--- src/rtl/fft_pkg.sv ---
// fft_pkg: shared state encoding, default widths and the rounding shift for SDF FFT stages
package fft_pkg;
  localparam int DW_DEF = 22;
  localparam int TW_DEF = 8;
  localparam int TFRAC_DEF = 6;
  typedef enum logic [2:0] {S_IDLE, S_FILL, S_BFLY, S_TWID, S_DRAIN} state_e;
  function automatic logic signed [63:0] round_shift(input logic signed [63:0] v, input int sh, input bit rnd);
    logic signed [63:0] bias;
    bias = (rnd && sh > 0) ? 64'sd1 <<< (sh - 1) : 64'sd0;
    return (v + bias) >>> sh;
  endfunction
endpackage

--- src/rtl/sdf_delay_line.sv ---
// sdf_delay_line: DEPTH-entry shift register with enable, oldest entry on head_o
module sdf_delay_line #(
  parameter int DEPTH = 16,
  parameter int W = 46
) (
  input  logic         clk,
  input  logic         en_i,
  input  logic [W-1:0] d_i,
  output logic [W-1:0] head_o
);
  logic [W-1:0] mem_q [DEPTH];
  always_ff @(posedge clk)
    if (en_i) begin
      mem_q[0] <= d_i;
      for (int i = 1; i < DEPTH; i++) mem_q[i] <= mem_q[i-1];
    end
  assign head_o = mem_q[DEPTH-1];
endmodule

--- src/rtl/sdf_r2_stage.sv ---
// sdf_r2_stage: radix-2 single-path delay-feedback FFT stage with external twiddle ROM
module sdf_r2_stage import fft_pkg::*; #(
  parameter int DW = DW_DEF,
  parameter int TW = TW_DEF,
  parameter int TFRAC = TFRAC_DEF,
  parameter int DEPTH = 16,
  parameter int ROUND = 1,
  localparam int AW = DEPTH > 1 ? $clog2(DEPTH) : 1,
  localparam int PW = $clog2(2 * DEPTH)
) (
  input  logic                 clk,
  input  logic                 rst_n,
  input  logic                 in_valid,
  input  logic                 in_last,
  input  logic                 inv,
  input  logic signed [DW-1:0] data_in_real,
  input  logic signed [DW-1:0] data_in_imag,
  input  logic signed [TW-1:0] wnr_in_real,
  input  logic signed [TW-1:0] wnr_in_imag,
  output logic                 in_ready,
  output logic [AW-1:0]        tw_addr,
  output logic                 out_valid,
  output logic signed [DW:0]   data_out_real,
  output logic signed [DW:0]   data_out_imag
);
  localparam int EW = DW + 1;
  state_e state_q, state_d;
  logic [PW-1:0] pos_q, pos_d, pos_n;
  logic inv_q, acc, step, emit;
  logic signed [EW-1:0] in_r, in_i, hd_r, hd_i, sum_r, sum_i, dif_r, dif_i, tw_r, tw_i;
  logic [2*EW-1:0] dl_in, dl_head;
  logic signed [63:0] wr, wi, prod_r, prod_i;

  assign in_ready = state_q != S_DRAIN;
  assign acc = in_valid && in_ready;
  assign step = acc || state_q == S_DRAIN;
  assign emit = state_q inside {S_BFLY, S_TWID, S_DRAIN};
  assign tw_addr = AW'(pos_q);
  assign pos_n = pos_q + PW'(1);

  assign in_r = EW'(data_in_real);
  assign in_i = EW'(data_in_imag);
  assign hd_r = dl_head[2*EW-1:EW];
  assign hd_i = dl_head[EW-1:0];
  assign sum_r = hd_r + in_r;
  assign sum_i = hd_i + in_i;
  assign dif_r = hd_r - in_r;
  assign dif_i = hd_i - in_i;

  // inverse transform uses the conjugate twiddle, fixed for the whole frame
  assign wr = 64'(wnr_in_real);
  assign wi = inv_q ? -64'(wnr_in_imag) : 64'(wnr_in_imag);
  assign prod_r = 64'(hd_r) * wr - 64'(hd_i) * wi;
  assign prod_i = 64'(hd_i) * wr + 64'(hd_r) * wi;
  assign tw_r = EW'(round_shift(prod_r, TFRAC, ROUND != 0));
  assign tw_i = EW'(round_shift(prod_i, TFRAC, ROUND != 0));

  assign dl_in = state_q == S_BFLY ? {dif_r, dif_i} : state_q == S_DRAIN ? '0 : {in_r, in_i};

  sdf_delay_line #(.DEPTH(DEPTH), .W(2 * EW)) u_dl (
    .clk    (clk),
    .en_i   (step),
    .d_i    (dl_in),
    .head_o (dl_head)
  );

  always_comb begin
    state_d = state_q == S_BFLY ? (acc && in_last && pos_q == '1 ? S_DRAIN : pos_n == '0 ? S_TWID : S_BFLY)
            : state_q == S_DRAIN ? (pos_n == PW'(DEPTH) ? S_IDLE : S_DRAIN)
            : pos_n == PW'(DEPTH) ? S_BFLY : state_q == S_TWID ? S_TWID : S_FILL;
    pos_d = state_d == S_IDLE ? '0 : pos_n;
  end

  always_ff @(posedge clk)
    if (!rst_n) begin
      state_q <= S_IDLE;
      pos_q <= '0;
      inv_q <= 1'b0;
      out_valid <= 1'b0;
      data_out_real <= '0;
      data_out_imag <= '0;
    end else begin
      if (state_q == S_IDLE) inv_q <= inv;
      out_valid <= step && emit;
      if (step) begin
        state_q <= state_d;
        pos_q <= pos_d;
      end
      if (step && emit) begin
        data_out_real <= state_q == S_BFLY ? sum_r : tw_r;
        data_out_imag <= state_q == S_BFLY ? sum_i : tw_i;
      end
    end
endmodule
--- config.mk ---
export PLATFORM = sky130hd
export DESIGN_NAME = sdf_r2_stage
export DESIGN_NICKNAME = d
export VERILOG_FILES = /design/src/rtl/fft_pkg.sv /design/src/rtl/sdf_delay_line.sv /design/src/rtl/sdf_r2_stage.sv
export SDC_FILE = /design/constraint.sdc
export NUM_CORES = 2
export LEC_CHECK = 0
export BUFFER_PORTS_ARGS = -buffer_cell sky130_fd_sc_hd__buf_2
export CAP_MARGIN = 20
export CORE_MARGIN = 3
export CORE_UTILIZATION = 65
export CTS_CLUSTER_DIAMETER = 50
export DETAILED_ROUTE_END_ITERATION = 16
export GPL_ROUTABILITY_DRIVEN = 0
export PLACE_DENSITY = 0.82
export SLEW_MARGIN = 15
export SYNTH_ARGS = -nofsm -noshare
export SYNTH_HDL_FRONTEND = slang
export SYNTH_HIERARCHICAL = 1
export SYNTH_SLANG_ARGS = --single-unit
--- constraint.sdc ---
create_clock -name clk -period 20.1 [get_ports clk]
set_input_delay 2.01 -clock clk [delete_from_list [all_inputs] [get_ports clk]]
set_output_delay 2.01 -clock clk [all_outputs]
set_load 0.02 [all_outputs]
==> out/metrics.cfg <==
[synth]
yosys.area.top_type=edfxtp_1
postSynthRegisterBits=792
synth_cells=5825
synth_flop_cell=edfxtp_1
ys_async_sr_fraction_pct=0
seq_area_frac_synth_pct=35.4
syn_area_um2=65600
netlist.area_leader.share_pct=33.7
yosys_warnings=6
synth.top_cells.by_area=edfxtp_1, fa_1, inv_1, ha_1, nand2_1
avgSynthCellArea_um2=11.3
synth.net_count=7246
synth.distinct_cells=73
post_synth_edffs=736

[run_status]
outcome=finished clean

[global_routing]
grt_antenna_before_repair=20
grt.overflow.total=0
grt_util_met2_pct=52.0
grtUsageTotal_pct=33.2
global_route_wire_length_before_repair_mm=260
first_global_vias=45500
use_met1_pct=42.0
grtUsageMet3_pct=8.65
maximum_number_of_pins_on_one_net_before_global_route_repair=201
top_usage_layer=met2

[critical_path]
required_ns=20.65
startpoint_class_of_the_critical_path=primary input
path_delay_family=adder cells
slowest_stage=nand2_1
dominant_cell_type_by_count_on_the_critical_path=fa_1
critical_path_start_end_classification=primary input to flop
critPathMaxStageDelay_ns=0.89
critical_path_arrival_ns=11.48
crit_fanout=44
worstPathBufferInverterCount=5
worst_setup_path_end_kind=flop

[layout]
filler_cell_count=6603
post_layout_nonfiller_instances=7162
area.growth.synth_to_final_pct=6.61
finish.utilization_pct=70.5
final_cell_mix=inv_1, fa_1, edfxtp_1
finish.net_count=7216
seqCellArea_um2=23200
drive_gt1_share_pct=6.26
area_used_by_multi_input_combinational_logic_um2=36500
layout.cells.most_common=inv_1

[routing]
postRouteAntennaNets=0
route.detailed.wl_per_inst_um=23.3
first_iter_violations=4461
routed_wl_mm=167
routed_via_density=5.92
drt-pass1-iter-count=7
num_vias=42400
drt_drc_violations_left=0

[sta]
rsz0062_at_grt=false
timing.final.crit_period_ns=10.93
worst-slew-pin-transition_ns=1.21
relative_slew_slack_pct=18.8
report.final.setup_viol=0
setup_slack_ns=9.17
timing.final.crit_share_pct=54.4
finalMaxSlewViolations=0
tns_ns=0
fin_skew_ns=0.0837
timing.final.hold_violations=0
fmax_mhz=91.5

[clock_network]
clock_sinks=792
cts-hold-fix-buffers=0
path_clk_slew_ns=0.07
cts.repair_timing.setup_buffer_count=0
tritoncts=done
post_cts_resize_count=0
clk_path_buf_depth=3
cts-buffers-inserted=80
clock-root-buffer=clkbuf_16
cts_htree_levels=3
clock_latency_at_the_later_pin_of_the_worst_skew_pair_ns=0.71

[die]
design.core.area_um2=99300
core.rowCount=115
io-pin-count=117
start_util_pct=66.1
die_y_um=324
design.die.area_um2=105000
die_w_um=324

[min_path]
min_path_type=flop to flop

[placement]
post-dp-hpwl_mm=120
detailedPlace.worstSlack_ns=8.73
port_buffers=116
placedCellCount=7000

[flow_run]
max_cap_viol_count=0

## layout make-up
cell class | count | area share (%)
multi-input cells | 3484 | 52.2
repair buffers | 204 | 1.80
diodes | 17 | 0.0608
well taps | 1287 | 2.30
clock buffers | 92 | 2.97
flip-flops and latches | 792 | 33.2
clock inverters | 53 | 0.889
inverters | 1233 | 6.63
## worst paths after layout
path | startpoint | to | slack, ns | depth (start not counted)
setup / recovery | wnr_in_imag[0] | data_out_real[22] | 9.17 | 30
hold / removal | u_dl/mem_q[4][73] | u_dl/mem_q[5][27] | 0.37 | 0
setup reg to reg | inv_q | data_out_real[22] | 11.07 | 28
hold reg to reg | u_dl/mem_q[4][73] | u_dl/mem_q[5][27] | 0.37 | 0
## cell families (layout without fill, tap and decap cells)
family | Yosys count | in the layout | synth area share, %
adder cells (fa/ha/maj) | 1356 | 1356 | 37.4
AO/OA/AOI/OAI | 443 | 443 | 4.37
AND/OR/NAND/NOR | 1444 | 1444 | 10.4
buffers and inverters | 1549 | 1582 | 9.15
multiplexers | 6 | 6 | 0.0934
flip-flops | 792 | 792 | 35.4
XOR/XNOR | 235 | 235 | 3.14
other | 0 | 17 | 0
## sequential cells by signal (all words and copies together) (netlist names)
| signal | count |
|---|---|
| out_valid | 1 |
| u_dl/mem_q | 736 |
| data_out_imag | 23 |
| pos_q | 5 |
| data_out_real | 23 |
| state_q | 3 |
| inv_q | 1 |
## stage by stage
step,area (um^2),hold slack (ns)
after CTS,69900,0.371
after floorplan,65600,0.400
final,70000,0.374
after global routing,69900,0.390
after detailed placement,67200,0.405
after global placement,67200,0.400
## worst register-to-register path: cells and delay by family, from the launching register on
family / cells / cell delay, ns
AO/OA/AOI/OAI: 8 / 2.05
XOR/XNOR: 1 / 0.14
buffers and inverters: 5 / 1.17
adder cells (fa/ha/maj): 9 / 4.40
AND/OR/NAND/NOR: 5 / 0.90
flip-flops: 1 / 0.31
## cells in the mapped netlist (14+ instances only)
master / number
o21a_1: 14
o211ai_1: 19
nand2b_1: 55
buf_4: 50
edfxtp_1: 736
clkbuf_1: 261
ha_1: 345
xor2_1: 72
a21oi_1: 126
xnor2_1: 163
inv_1: 1231
o21ai_0: 114
a211oi_1: 16
o21bai_1: 16
o31ai_1: 14
nor2b_1: 44
dfxtp_1: 56
and2_1: 390
a21o_1: 29
nor2_1: 161
nor3_1: 19
fa_1: 1011
nand2_1: 703
nand3_1: 20
## layer usage
layer  up-vias  share of wire, %
li1      17800                 -
met1     21300                35
met2      2653                46
met3       706                12
met4         6               7.1
met5         -             0.032
Power is not shown: default switching activity piles up to over one toggle a cycle in this logic, so the estimate is an artifact.
